## src/rtl/fetch_unit.sv

```systemverilog
// Instruction fetch unit: FETCH/DECODE/EXEC/HALT sequencer with the program counter and
// the instruction register.
module fetch_unit #(
  parameter int unsigned PC_W = 8,
  parameter int unsigned IW   = 12
) (
  input  logic            clk,
  input  logic            CLB,
  output logic            mem_req,
  output logic [PC_W-1:0] mem_addr,
  input  logic            mem_ack,
  input  logic [IW-1:0]   mem_rdata,
  input  logic            IncPC,
  input  logic            SelPC,
  input  logic            LoadPC,
  input  logic [PC_W-1:0] reg_data,
  output logic [3:0]      Opcode,
  output logic [PC_W-1:0] Operand,
  output logic [3:0]      RegAddr,
  output logic            instr_valid,
  output logic [PC_W-1:0] pc,
  output logic            halted
);

  typedef enum logic [1:0] {StFetch, StDecode, StExec, StHalt} state_e;

  state_e          state_q, state_d;
  logic            run_q;
  logic            load_ir;
  logic [IW-1:0]   ir_q;
  logic [PC_W-1:0] pc_q, pc_d;

  // run_q keeps mem_req low until the first edge after CLB is released.
  always_ff @(posedge clk or negedge CLB) begin
    if (!CLB) begin
      state_q <= StFetch;
      run_q   <= 1'b0;
    end else begin
      state_q <= state_d;
      run_q   <= 1'b1;
    end
  end

  always_comb begin
    state_d = state_q;
    load_ir = 1'b0;
    unique case (state_q)
      StFetch: begin
        if (mem_req && mem_ack) begin
          state_d = StDecode;
          load_ir = 1'b1;
        end
      end
      StDecode: state_d = StExec;
      StExec:   state_d = (Opcode == 4'hF) ? StHalt : StFetch;
      StHalt:   state_d = StHalt;
      default:  state_d = StFetch;
    endcase
  end

  always_comb begin
    mem_req     = run_q && (state_q == StFetch);
    instr_valid = (state_q == StExec);
    halted      = (state_q == StHalt);
  end

  always_comb begin
    pc_d = pc_q;
    if (state_q == StExec && Opcode != 4'hF) begin
      if (LoadPC) begin
        pc_d = SelPC ? reg_data : Operand;
      end else if (IncPC) begin
        pc_d = pc_q + PC_W'(1);
      end else begin
        pc_d = pc_q + PC_W'(1);
      end
    end
  end

  always_ff @(posedge clk or negedge CLB) begin
    if (!CLB) begin
      ir_q <= '0;
      pc_q <= '0;
    end else begin
      pc_q <= pc_d;
      if (load_ir) begin
        ir_q <= mem_rdata;
      end
    end
  end

  assign Opcode   = ir_q[IW-1 -: 4];
  assign Operand  = ir_q[PC_W-1:0];
  assign RegAddr  = ir_q[3:0];
  assign mem_addr = pc_q;
  assign pc       = pc_q;

endmodule

```

## config.mk

```make
export PLATFORM = sky130hd
export DESIGN_NAME = fetch_unit
export DESIGN_NICKNAME = d
export VERILOG_FILES = /design/src/rtl/fetch_unit.sv
export SDC_FILE = /design/constraint.sdc
export NUM_CORES = 1
export LEC_CHECK = 0
export BUFFER_PORTS_ARGS = -buffer_cell sky130_fd_sc_hd__buf_2
export CAP_MARGIN = 20
export CORE_MARGIN = 5
export CORE_UTILIZATION = 48
export DETAILED_ROUTE_END_ITERATION = 16
export PLACE_DENSITY = 0.87
export SYNTH_ARGS = -nofsm -noshare
export SYNTH_HDL_FRONTEND = slang
export SYNTH_SLANG_ARGS = --single-unit
```

## constraint.sdc

```tcl
create_clock -name clk -period 3.7 [get_ports clk]
set_input_delay 0.185 -clock clk [delete_from_list [all_inputs] [get_ports clk]]
set_output_delay 0.185 -clock clk [all_outputs]
set_load 0.01 [all_outputs]
```

# Word-level counts from Yosys, hierarchy flattened
# Index checks and enable logic that the tools add are counted.
dict set report classes {
  n_addsub 1
  n_eq_ne 6
  mux 7
  reduce_logical 4
}
# op count
set op_table {}
lappend op_table {{8-bit two-way mux} 2}
lappend op_table {{8-bit by 1-bit adder with 8-bit output (second input constant)} 1}
lappend op_table {{2-bit one-hot mux with 4 select lines} 1}
lappend op_table {{2-bit equality test (second input constant)} 2}
lappend op_table {{4-bit equality test (second input constant)} 1}
lappend op_table {{2-bit two-way mux} 2}
lappend op_table {{4-bit inequality test (second input constant)} 1}
lappend op_table {{1-bit logical AND} 3}
lappend op_table {{2-bit by 1-bit equality test with 1-bit output (second input constant)} 1}
lappend op_table {{2-bit zero test} 1}
lappend op_table {{1-bit two-way mux} 2}
lappend op_table {{2-bit inequality test (second input constant)} 1}
dict set report totals {
  regBits 23
  output_inout_bits 35
  word_cells 22
}

# Logic depth before layout (Yosys ltp)
# Gate-level depths: netlist of the first run.
dict set report logic_depth {
  word_depth 5
  mapped_depth 5
  depth_no_buf 5
}

# Worst setup path before layout of the first run
# No wires, ideal clock.
dict set report synth_timing {
  kind {flip-flop to flip-flop}
  from {reg state_q[1]}
  to {reg ir_q[1]}
  arrival_ps 1354
  slack_ps 2218
  stages_incl_launch_ff 5
  n_path_buf 1
  path_cell_list {dfrtp_1 > nor3b_2 > and2_4 > buf_4 > mux2_1}
}
dict set report synth_via {
  elab_chain_len 5
}
# element line
set synth_lines {}
lappend synth_lines {{start: declaration} 27} ;# state_e state_q, state_d;
lappend synth_lines {{start signal: assignment} 36} ;# state_q <= StFetch;
lappend synth_lines {{start signal: assignment} 39} ;# state_q <= state_d;
lappend synth_lines {{2-bit zero test} 62} ;# mem_req = run_q && (state_q == StFetch);
lappend synth_lines {{1-bit logical AND} 62}
lappend synth_lines {{via mem_req} 9} ;# output logic mem_req,
lappend synth_lines {{1-bit logical AND} 49} ;# if (mem_req && mem_ack) begin
lappend synth_lines {{1-bit two-way mux} 49}
lappend synth_lines {{1-bit two-way mux} 47} ;# unique case (state_q)
lappend synth_lines {{end signal: assignment} 87} ;# ir_q <= mem_rdata;
lappend synth_lines {{end: declaration} 30} ;# logic [IW-1:0] ir_q;
# The timed path passes the listed nets, and every way through them passes these cells.
# A chain may end at the register's enable or synchronous reset.

# Worst setup path in the final report of the first run
dict set report layout_timing {
  from {reg state_q[0]}
  to {reg pc_q[7] (netlist: mem_addr[7])}
}
dict set report layout_via {
  elab_chain_len 2
}
# element line
set layout_lines {}
lappend layout_lines {{2-bit equality test} 69} ;# if (state_q == StExec && Opcode != 4'hF) begin
lappend layout_lines {{1-bit logical AND} 69}
lappend layout_lines {{end signal: assignment} 85} ;# pc_q <= pc_d;
lappend layout_lines {{end: declaration} 31} ;# logic [PC_W-1:0] pc_q, pc_d;
# No other way between the ends.

==> results of run 1 <==
==> cell usage after synthesis, drive strengths merged, types with 2 or more instances <==
cell type,n,share of area [%]
nor2b,2,1.0
buf,17,9.4
nor3b,2,1.6
nand2,6,2.0
mux2,15,14
nand2b,2,1.0
nand4,2,1.0
mux2i,6,4.8
nor2,6,1.8
and2,3,1.7
nand3,3,1.2
o22a,2,1.4
o21ai,7,2.8
a21oi,6,2.4
inv,2,0.61
dfrtp,23,46
==> power breakdown <==
group	switching [uW]	leakage, uW	internal, uW
clock	75.2	0.0000177	40.3
combinational	294	0.000453	265
sequential	130	0.000270	371
total	499	0.000741	677
==> area by class of cell <==
| type | instances | area [um2] |
|---|---|---|
| Inverter | 2 | 7.51 |
| Tap cell | 30 | 37.5 |
| Multi-Input combinational cell | 73 | 539 |
| Timing Repair Buffer | 60 | 305 |
| Fill cell | 235 | 985 |
| Sequential cell | 23 | 576 |
| Clock buffer | 3 | 22.5 |
| Clock inverter | 1 | 5.00 |
==> per-layer routing <==
layer / vias up / GRT usage, % / share of wire (%)
met5: - / 0 / 0
met1: 500 / 18.5 / 37
li1: 487 / - / -
met4: 0 / 3.41 / 0.73
met2: 33 / 31.3 / 55
met3: 2 / 3.40 / 6.9
==> logic make-up (layout without fill, tap and decap cells) <==
| family | Yosys count | after routing | share of synthesized area (%) |
|---|---|---|---|
| AND/OR/NAND/NOR | 30 | 30 | 13.9 |
| flip-flops | 23 | 23 | 46.5 |
| multiplexers | 21 | 21 | 18.5 |
| AO/OA/AOI/OAI | 20 | 20 | 9.80 |
| buffers and inverters | 19 | 66 | 10.0 |
| adder cells (fa/ha/maj) | 1 | 1 | 1.01 |
| other | 1 | 1 | 0.303 |
==> critical path: stages, from the launching register on <==
cell     delay, ps
dfrtp_1        440
and2b_2        250
nand2_2        150
or4_1          510
nand3_1        100
==> stage by stage <==
stage	worst slack (ps)	total power, uW
6_report	2200	1180
5_1_grt	2090	1280
4_1_cts	2190	1190
3_5_place_dp	2240	1070
3_3_place_gp	2280	1040
2_1_floorplan	2220	893
==> state kept, by name (all words and copies together) (netlist names) <==
register and cells:
ir_q 12, mem_addr 8, state_q 2, run_q 1
==> worst max-delay path by stage <==
stage	from	endpoint	slack (ps)	cells past startpoint
2_1_floorplan	state_q[1]$_DFFE_PN0P_	ir_q[1]$_DFFE_PN0P_	2220	4
3_3_place_gp	state_q[0]$_DFFE_PN0P_	mem_addr[7]$_DFFE_PN0P_	2280	4
3_5_place_dp	state_q[0]$_DFFE_PN0P_	mem_addr[7]$_DFFE_PN0P_	2240	4
4_1_cts	state_q[0]$_DFFE_PN0P_	mem_addr[7]$_DFFE_PN0P_	2190	4
5_1_grt	state_q[0]$_DFFE_PN0P_	mem_addr[7]$_DFFE_PN0P_	2090	4
6_report	state_q[0]$_DFFE_PN0P_	mem_addr[7]$_DFFE_PN0P_	2200	4
==> repair_timing <==
item | 4_1_cts | 5_1_grt
setup endpoints to repair | 0 | 0
endpoints found under the hold margin | 23 | 0
hold buffers | 1 | 0
==> Implementation_results.wiki, run 1 <==
{| class="wikitable"
! Metric !! Value
|-
| Synth-to-Final Area Change || 20.5%
|-
| Maximum level of the CTS H-tree || 1
|-
| Fin crit share || 40.7%
|-
| Placeable core area || 2480 um2
|-
| Launch point of the worst reg-to-reg path || state_q[0]$_DFFE_PN0P_
|-
| Hold Violations, Final || 0
|-
| Post-Route Skew || 1.84 ps
|-
| Nature of the critical path startpoint || flip-flop
|-
| Number of remaining DRC errors || 0
|-
| Mapped Cells || 115
|-
| Weighted congestion reported at the end of routability-driven placement || 0.809
|-
| # resized after CTS || 0
|-
| Tightest Pin Transition || 511 ps
|-
| Via count of the first global-routing pass || 1,041
|-
| Clk_lat worst skew || 300 ps
|-
| Max-slew headroom || 65.9%
|-
| Io pins || 61
|-
| Commonest register cell after synthesis || dfrtp_1
|-
| Initial cell density of the core || 50.0%
|-
| #FFs+latches synth || 23
|-
| Overall overflow remaining after global route || 0
|-
| Crit Path Max Fanout || 13
|-
| Leading cell type in the layout, fill and taps excluded || buf_2
|-
| # nets final || 190
|-
| Worst Path Arrival || 1750 ps
|-
| Count of final max-slew check failures || 0
|-
| Top library cells by usage in the layout, fill and taps aside || buf_2, dfrtp_1, mux2_1, o21ai_0
|-
| Placed Instances || 187
|-
| Worst IR Drop VDD || 452 uV
|-
| Hold depth || 2
|-
| First-pass iteration count of the detailed router || 4
|-
| Number of buffers inserted during clock tree synthesis || 3
|-
| Vertical die dimension || 60.8 um
|-
| Type of the most critical hold path || primary input to flip-flop
|-
| Worst Hold Launch || mem_rdata[9]
|-
| Final cell area excluding filler cells || 1490 um2
|-
| Drt total wl || 2870 um
|-
| Maximum number of pins on one net before global-route repair || 24
|-
| Post-synth design cell area || 1240 um2
|-
| R2r setup slk || 2200 ps
|-
| Average instance area after synthesis || 10.8 um2
|-
| Count of flip-flops with a built-in enable after synthesis || 0
|-
| Cell area reported after detailed placement || 1460 um2
|-
| RSZ-0062 raised after global routing || false
|-
| Pleak || 0.000741 uW
|-
| Vias per cell || 5.32
|-
| Number of DRC markers after the initial detailed-route iteration || 17
|-
| Status || complete, no violations
|-
| Utilization after layout || 60.3%
|-
| Async set-reset flop share out of synthesis || 100%
|-
| Number of nets in the synthesized netlist || 142
|-
| Clock root cell || clkbuf_4
|-
| Routed len/inst || 15.0 um
|-
| Global-route wire length before repair || 4600 um
|-
| Data required time of the critical path || 3950 ps
|-
| Clock period minus worst slack || 1500 ps
|-
| Count of final setup violators || 0
|-
| Synth unique cells || 33
|-
| Filler-free cell count of the finished design || 192
|-
| Cell Rows || 18
|-
| Critical path class || flip-flop to flip-flop
|-
| Share of layout cells above drive strength 1 || 45.1%
|-
| Number of antenna violations at the first check in global routing || 0
|-
| Die Span X || 60.8 um
|-
| Worst hold margin || 88.4 ps
|-
| Max clock buf depth || 2
|-
| Number of buffers inserted to repair setup after CTS || 0
|-
| CTS Sinks || 23
|-
| Sum of negative setup slack || 0 ps
|-
| All-layer global routing usage || 16.4%
|-
| Sequential fraction of the synthesis area || 46.5%
|-
| Area enclosed by the die boundary || 3700 um2
|-
| Clock transition at the register clock pins on the worst setup and hold paths after CTS || 130 ps
|-
| Number of violations of the max-capacitance limit || 0
|-
| Via count || 1,022
|-
| End of the worst register-to-register path || mem_addr[7]$_DFFE_PN0P_
|-
| Number of antenna-violating nets in the routed design || 0
|-
| Endpoint kind of the worst setup timing path || flip-flop
|-
| Total of warnings raised by yosys || 0
|-
| R2r worst-path depth || 4
|-
| Maximum clock frequency || 0.665 GHz
|-
| CTS tree || built
|-
| Final HPWL from detailed placement || 2260 um
|-
| Port Buffers || 59
|-
| PD cells || 788 nW/um2
|-
| Antenna diode count || 0
|-
| End of the worst hold path || ir_q[9]$_DFFE_PN0P_
|}
Note: power is estimated with default switching activity, not from simulation.
==> run 2: changes to the inputs <==
Settings changed: CORE_UTILIZATION 48 to 45, PLACE_DENSITY 0.87 to 0.83.
Clock period 3.7 ns to 1.5 ns, I/O delays scaled along.
==> Implementation_results.wiki, run 2 (synthesis gave the netlist of run 1 again) <==
{| class="wikitable"
! Metric !! Value
|-
| Io pins || 61 (unchanged)
|-
| R2r worst-path depth || 3 (-1)
|-
| Vertical die dimension || 62.5 um (+2.7%)
|-
| Number of remaining DRC errors || 0 (unchanged)
|-
| Placeable core area || 2690 um2 (+8.4%)
|-
| Via count || 1,136 (+11%)
|-
| Antenna diode count || 0 (unchanged)
|-
| Max-slew headroom || 65.9% (about the same)
|-
| Sum of negative setup slack || 0 ps (unchanged)
|-
| Max clock buf depth || 2 (unchanged)
|-
| Worst IR Drop VDD || 1270 uV (+180%)
|-
| Die Span X || 62.5 um (+2.7%)
|-
| Overall overflow remaining after global route || 0 (unchanged)
|-
| Critical path class || flip-flop to flip-flop
|-
| Combined flip-flop and latch cell area || 577 um2 (+0.22%)
|-
| Pleak || 0.000800 uW (+7.9%)
|-
| Worst Path Arrival || 1670 ps (-80 ps)
|-
| Maximum number of pins on one net before global-route repair || 24 (unchanged)
|-
| Number of DRC markers after the initial detailed-route iteration || 43 (+26)
|-
| Area used by multi-input combinational logic || 539 um2 (unchanged)
|-
| Wire length on met2 || 1850 um (+17%)
|-
| Port Buffers || 59 (unchanged)
|-
| Post-Route Skew || 2.34 ps (+0.504 ps)
|-
| Tightest Pin Transition || 512 ps (+0.830 ps)
|-
| Status || complete, no violations
|-
| Via count of the first global-routing pass || 1,118 (+7.4%)
|-
| Data required time of the critical path || 1690 ps (-2260 ps)
|-
| Maximum clock frequency || 0.675 GHz (+1.6%)
|-
| Largest register FFs || 12 (unchanged)
|-
| Utilization after layout || 60.7% (+0.44 points)
|-
| Hold Violations, Final || 0 (unchanged)
|-
| Post-placement worst setup slack || 116 ps (-2130 ps)
|-
| Clk_lat worst skew || 310 ps (about the same)
|-
| Clock period minus worst slack || 1480 ps (-23.4 ps)
|-
| Clock root cell || clkbuf_4
|-
| Setup WS post-layout || 19.1 ps (-2180 ps)
|-
| Number of buffers inserted to repair setup after CTS || 0 (unchanged)
|-
| All-layer global routing usage || 18.4% (+2.1 points)
|-
| Highest metal layer with signal wires || met4
|-
| Weighted congestion reported at the end of routability-driven placement || 0.765 (-5.4%)
|-
| Leading cell type in the layout, fill and taps excluded || buf_2
|-
| # nets final || 204 (+7.4%)
|-
| PD cells || 1880 nW/um2 (+140%)
|-
| CTS tree || built
|-
| Length of routed wiring on met1 || 1460 um (+36%)
|-
| Register with the highest flop count || ir_q
|-
| Crit Path Max Fanout || 13 (unchanged)
|-
| Routed len/inst || 17.9 um (+20%)
|-
| Type of the most critical hold path || primary input to flip-flop
|-
| CTS Sinks || 23 (unchanged)
|-
| Share of layout cells above drive strength 1 || 43.2% (-1.9 points)
|-
| Fin crit share || 98.7% (+58 points)
|-
| Top library cells by usage in the layout, fill and taps aside || buf_2, dfrtp_1, dlygate4sd3_1, mux2_1, o21ai_0
|-
| Vias per cell || 5.49 (+3.1%)
|-
| Area enclosed by the die boundary || 3900 um2 (+5.6%)
|-
| Number of violations of the max-capacitance limit || 0 (unchanged)
|-
| Count of final max-slew check failures || 0 (unchanged)
|-
| Number of antenna violations at the first check in global routing || 0 (unchanged)
|-
| Hold depth || 4 (+2)
|-
| Drt total wl || 3720 um (+29%)
|-
| Number of antenna-violating nets in the routed design || 0 (unchanged)
|-
| Wire length on met3 || 342 um (+73%)
|-
| Count of final setup violators || 0 (unchanged)
|-
| Number of buffers inserted during clock tree synthesis || 3 (unchanged)
|-
| Initial cell density of the core || 46.1% (-3.9 points)
|-
| Global-route wire length before repair || 5720 um (+24%)
|-
| Cell Rows || 19 (+1)
|-
| First-pass iteration count of the detailed router || 4 (unchanged)
|-
| Endpoint kind of the worst setup timing path || flip-flop
|-
| Maximum level of the CTS H-tree || 1 (unchanged)
|-
| Fillcell total || 208 (-11%)
|-
| Nature of the critical path startpoint || flip-flop
|-
| Clock transition at the register clock pins on the worst setup and hold paths after CTS || 120 ps (about the same)
|-
| Synth-to-Final Area Change || 31.6%
|-
| Final HPWL from detailed placement || 2380 um (+5.3%)
|}
run 2: cell count changes in the layout (fill, tap and decap cells not counted):
cell	before	now
dlygate4sd3_1	1	13
buf_4	0	2
dfrtp_1	23	22
dfrtp_2	0	1
run 2: per-stage QoR:
step | power, uW | hold WS (ps) | instances | area (um2)
after floorplan | 2200 | -221 | 115 | 1240
after global placement | 2600 | 62.1 | 190 | 1470
after detailed placement | 2710 | 66.5 | 190 | 1470
after CTS | 3010 | 5.90 | 204 | 1600
after global routing | 3280 | 172 | 207 | 1630
final | 3070 | 174 | 207 | 1630
run 2: metal layers:
layer | GRT usage, % | vias to the layer above
met5 | 0 | -
met4 | 7.43 | 0
met3 | 5.94 | 8
met2 | 30.7 | 74
met1 | 21.8 | 539
li1 | - | 515
run 2: repair_timing:
action,4_1_cts,5_1_grt
hold buffers,10,3
endpoints found under the hold margin,32,3
resized for setup,0,1
endpoints found under the setup margin,0,2
run 2: path summary, 6_finish.rpt:
check / from / endpoint / slack, ps
max: state_q[1]$_DFFE_PN0P_ / ir_q[5]$_DFFE_PN0P_ / 20
min: reg_data[2] / mem_addr[2]$_DFFE_PN0P_ / 170
max reg2reg: state_q[1]$_DFFE_PN0P_ / ir_q[5]$_DFFE_PN0P_ / 20
min reg2reg: ir_q[6]$_DFFE_PN0P_ / ir_q[6]$_DFFE_PN0P_ / 560
max in group asynchronous: CLB / mem_addr[0]$_DFFE_PN0P_ / 870
min in group asynchronous: CLB / ir_q[3]$_DFFE_PN0P_ / 260
run 2: where the power goes:
group	internal (uW)	switching [uW]	total, uW
logic	709	801	1510
clock network	99.6	184	283
registers	917	358	1280
run 2: worst max-delay path: stages (launching register included):
cell	delay (ps)
dfrtp_1	440
nor3b_2	230
and2_4	290
mux2_1	390
run 2: cell type report:
cell class	count	share of cell area, %
Clock buffer	3	1.38
Multi-Input combinational cell	73	33.1
Tap cell	31	2.38
Timing Repair Buffer	74	27.0
Clock inverter	1	0.307
Inverter	2	0.460
Sequential cell	23	35.4
==> run 3: changes to the inputs <==
Settings changed: CTS_CLUSTER_DIAMETER set to 200, PLACE_DENSITY 0.83 to 0.82, SLEW_MARGIN set to 0.
==> Implementation_results.wiki, run 3 (synthesis gave the netlist of run 1 again) <==
{| class="wikitable"
! Metric !! Value
|-
| Status || complete, no violations
|-
| Port Buffers || 59 (unchanged)
|-
| Pleak || 0.000800 uW (unchanged)
|-
| Clock period minus worst slack || 1440 ps (-44.8 ps)
|-
| Maximum number of pins on one net before global-route repair || 24 (unchanged)
|-
| Register with the highest flop count || ir_q
|-
| Routed len/inst || 15.6 um (-13%)
|-
| Nature of the critical path startpoint || flip-flop
|-
| Die Span X || 62.5 um (unchanged)
|-
| First-pass iteration count of the detailed router || 4 (unchanged)
|-
| Tightest Pin Transition || 535 ps (+22.9 ps)
|-
| CP max-delay cell || dfrtp_1
|-
| Vias per cell || 5.12 (-6.8%)
|-
| Maximum clock frequency || 0.696 GHz (+3.1%)
|-
| Clk_lat worst skew || 320 ps (about the same)
|-
| Number of antenna violations at the first check in global routing || 0 (unchanged)
|-
| Number of buffers inserted to repair setup after CTS || 0 (unchanged)
|-
| Count of final max-slew check failures || 0 (unchanged)
|-
| Internal power component || 1730 uW (about the same)
|-
| Number of violations of the max-capacitance limit || 0 (unchanged)
|-
| Number of buffers inserted during clock tree synthesis || 3 (unchanged)
|-
| Endpoint kind of the worst setup timing path || flip-flop
|-
| Number of DRC markers after the initial detailed-route iteration || 15 (-65%)
|-
| CTS Sinks || 23 (unchanged)
|-
| Global-route wire length before repair || 5290 um (-7.6%)
|-
| Crit Path Max Fanout || 13 (unchanged)
|-
| Io pins || 61 (unchanged)
|-
| Most used routing layer in global routing || met2
|-
| Hold Violations, Final || 0 (unchanged)
|-
| Cell chain of the critical path || nor3b_2 > and2_4 > mux2_1
|-
| Worst IR Drop VDD || 1480 uV (+17%)
|-
| Maximum level of the CTS H-tree || 1 (unchanged)
|-
| Part of the total power dissipated in the clock network || 9.9% (+0.7 points)
|-
| Fin crit share || 95.7% (-3.0 points)
|-
| Count of final setup violators || 0 (unchanged)
|-
| All-layer global routing usage || 17.0% (-1.5 points)
|-
| Met1 Use GR || 22.3% (+0.44 points)
|-
| Number of remaining DRC errors || 0 (unchanged)
|-
| Placeable core area || 2690 um2 (unchanged)
|-
| Share of power burned in combinational logic || 49.2% (about the same)
|-
| Buffers & Inverters on Critical Path || 0 (unchanged)
|-
| Via count of the first global-routing pass || 1,096 (-2.0%)
|-
| Number of antenna-violating nets in the routed design || 0 (unchanged)
|-
| Vertical die dimension || 62.5 um (unchanged)
|-
| R2r setup slk || 60 ps (+40 ps)
|-
| Fraction of met3 tracks used by global routing || 7.01% (+1.1 points)
|-
| Type of the most critical hold path || primary input to flip-flop
|-
| Final cell area excluding filler cells || 1630 um2 (unchanged)
|-
| CP max stage delay || 440 ps (about the same)
|-
| Area enclosed by the die boundary || 3900 um2 (unchanged)
|-
| Max-slew headroom || 64.4% (-1.5 points)
|-
| CTS tree || built
|-
| Global routing met2 resource utilization || 24.5% (-6.2 points)
|-
| Max clock buf depth || 2 (unchanged)
|-
| Clock root cell || clkbuf_4
|-
| # nets final || 204 (unchanged)
|-
| Drt total wl || 3240 um (-13%)
|-
| Initial cell density of the core || 46.1% (unchanged)
|-
| Final HPWL from detailed placement || 2110 um (-11%)
|-
| Weighted congestion reported at the end of routability-driven placement || 0.780 (+2.0%)
|-
| Sum of negative setup slack || 0 ps (unchanged)
|-
| Cell Rows || 19 (unchanged)
|-
| Clock transition at the register clock pins on the worst setup and hold paths after CTS || 130 ps (about the same)
|-
| Filler-free cell count of the finished design || 207 (unchanged)
|-
| Crit-path leading delay family || simple AND/OR/NAND/NOR gates
|-
| Cell area reported after detailed placement || 1470 um2 (unchanged)
|-
| Placed Instances || 190 (unchanged)
|-
| Switching power summed over all nets || 1280 uW (-4.9%)
|-
| Leading cell type in the layout, fill and taps excluded || buf_2
|-
| Post-Route Skew || 1.85 ps (-0.489 ps)
|-
| Largest register FFs || 12 (unchanged)
|-
| Top library cells by usage in the layout, fill and taps aside || buf_2, dfrtp_1, dlygate4sd3_1, mux2_1, o21ai_0
|-
| PD cells || 1840 nW/um2 (-2.1%)
|-
| Via count || 1,059 (-6.8%)
|-
| Synth-to-Final Area Change || 31.6% (unchanged)
|-
| RSZ-0062 raised after global routing || false
|-
| Switching part of the total || 42.5% (-1.2 points)
|-
| Share of layout cells above drive strength 1 || 43.2% (unchanged)
|-
| Data required time of the critical path || 1710 ps (+20 ps)
|-
| Antenna diode count || 0 (unchanged)
|-
| Worst hold margin || 140 ps (-33.4 ps)
|-
| Worst Path Arrival || 1640 ps (-30 ps)
|-
| Overall overflow remaining after global route || 0 (unchanged)
|-
| Portion of total power attributed to sequential cells || 40.9% (-0.7 points)
|-
| Critical path class || flip-flop to flip-flop
|}
-- run 3: cell counts in the layout (fill, tap and decap cells not counted) --
No cell type changed its count.
-- run 3: worst paths after layout --
| kind | start | end | depth (start not counted) |
|---|---|---|---|
| worst max-delay path | state_q[1]$_DFFE_PN0P_ | ir_q[4]$_DFFE_PN0P_ | 3 |
| worst min-delay path | reg_data[7] | mem_addr[7]$_DFFE_PN0P_ | 4 |
| worst max register to register | state_q[1]$_DFFE_PN0P_ | ir_q[4]$_DFFE_PN0P_ | 3 |
| worst min register to register | ir_q[5]$_DFFE_PN0P_ | ir_q[5]$_DFFE_PN0P_ | 1 |
| max in group asynchronous | CLB | mem_addr[0]$_DFFE_PN0P_ | 2 |
| min in group asynchronous | CLB | ir_q[0]$_DFFE_PN0P_ | 2 |
-- run 3: tightest hold or removal path, stage by stage --
cell and delay (ps):
buf_2 80, mux2_2 140, nand3_1 70, nand3_1 80
-- run 3: layout make-up --
cell class,instances,area [um2]
Fill cell,210,1060
Sequential cell,23,577
Multi-Input combinational cell,73,539
Timing Repair Buffer,74,440
Tap cell,31,38.8
Clock buffer,3,22.5
Inverter,2,7.51
Clock inverter,1,5.00
-- run 3: metrics by stage --
| step | utilization (%) | setup slack [ps] | total power, uW |
|---|---|---|---|
| after floorplan | - | 18.2 | 2200 |
| after global placement | 54.8 | 145 | 2600 |
| after detailed placement | 54.8 | 93.4 | 2660 |
| after CTS | 60.6 | 66.7 | 2970 |
| after global routing | 60.7 | 0.756 | 3250 |
| final | 60.7 | 63.9 | 3000 |
-- run 3: routing by layer --
layer | part of all wire, % | routed length, um | vias to the layer above
met3 | 11 | 360 | 7
met1 | 45 | 1460 | 488
met2 | 42 | 1360 | 52
met5 | 0 | 0 | -
met4 | 1.8 | 57 | 0
li1 | - | - | 512
-- run 3: power groups by stage --
stage / clock network (uW) / registers (uW) / logic, uW
detailed placement: 0 / 1230 / 1440
finish: 297 / 1230 / 1480
CTS: 290 / 1210 / 1470
global route: 336 / 1280 / 1630
floorplan: 0 / 1320 / 888
global placement: 0 / 1190 / 1410
-- run 3: repair_timing --
action / CTS / global route
resized for setup: 0 / 1
hold buffers: 13 / 0
hold endpoints to repair: 35 / 0
setup endpoints to repair: 0 / 2
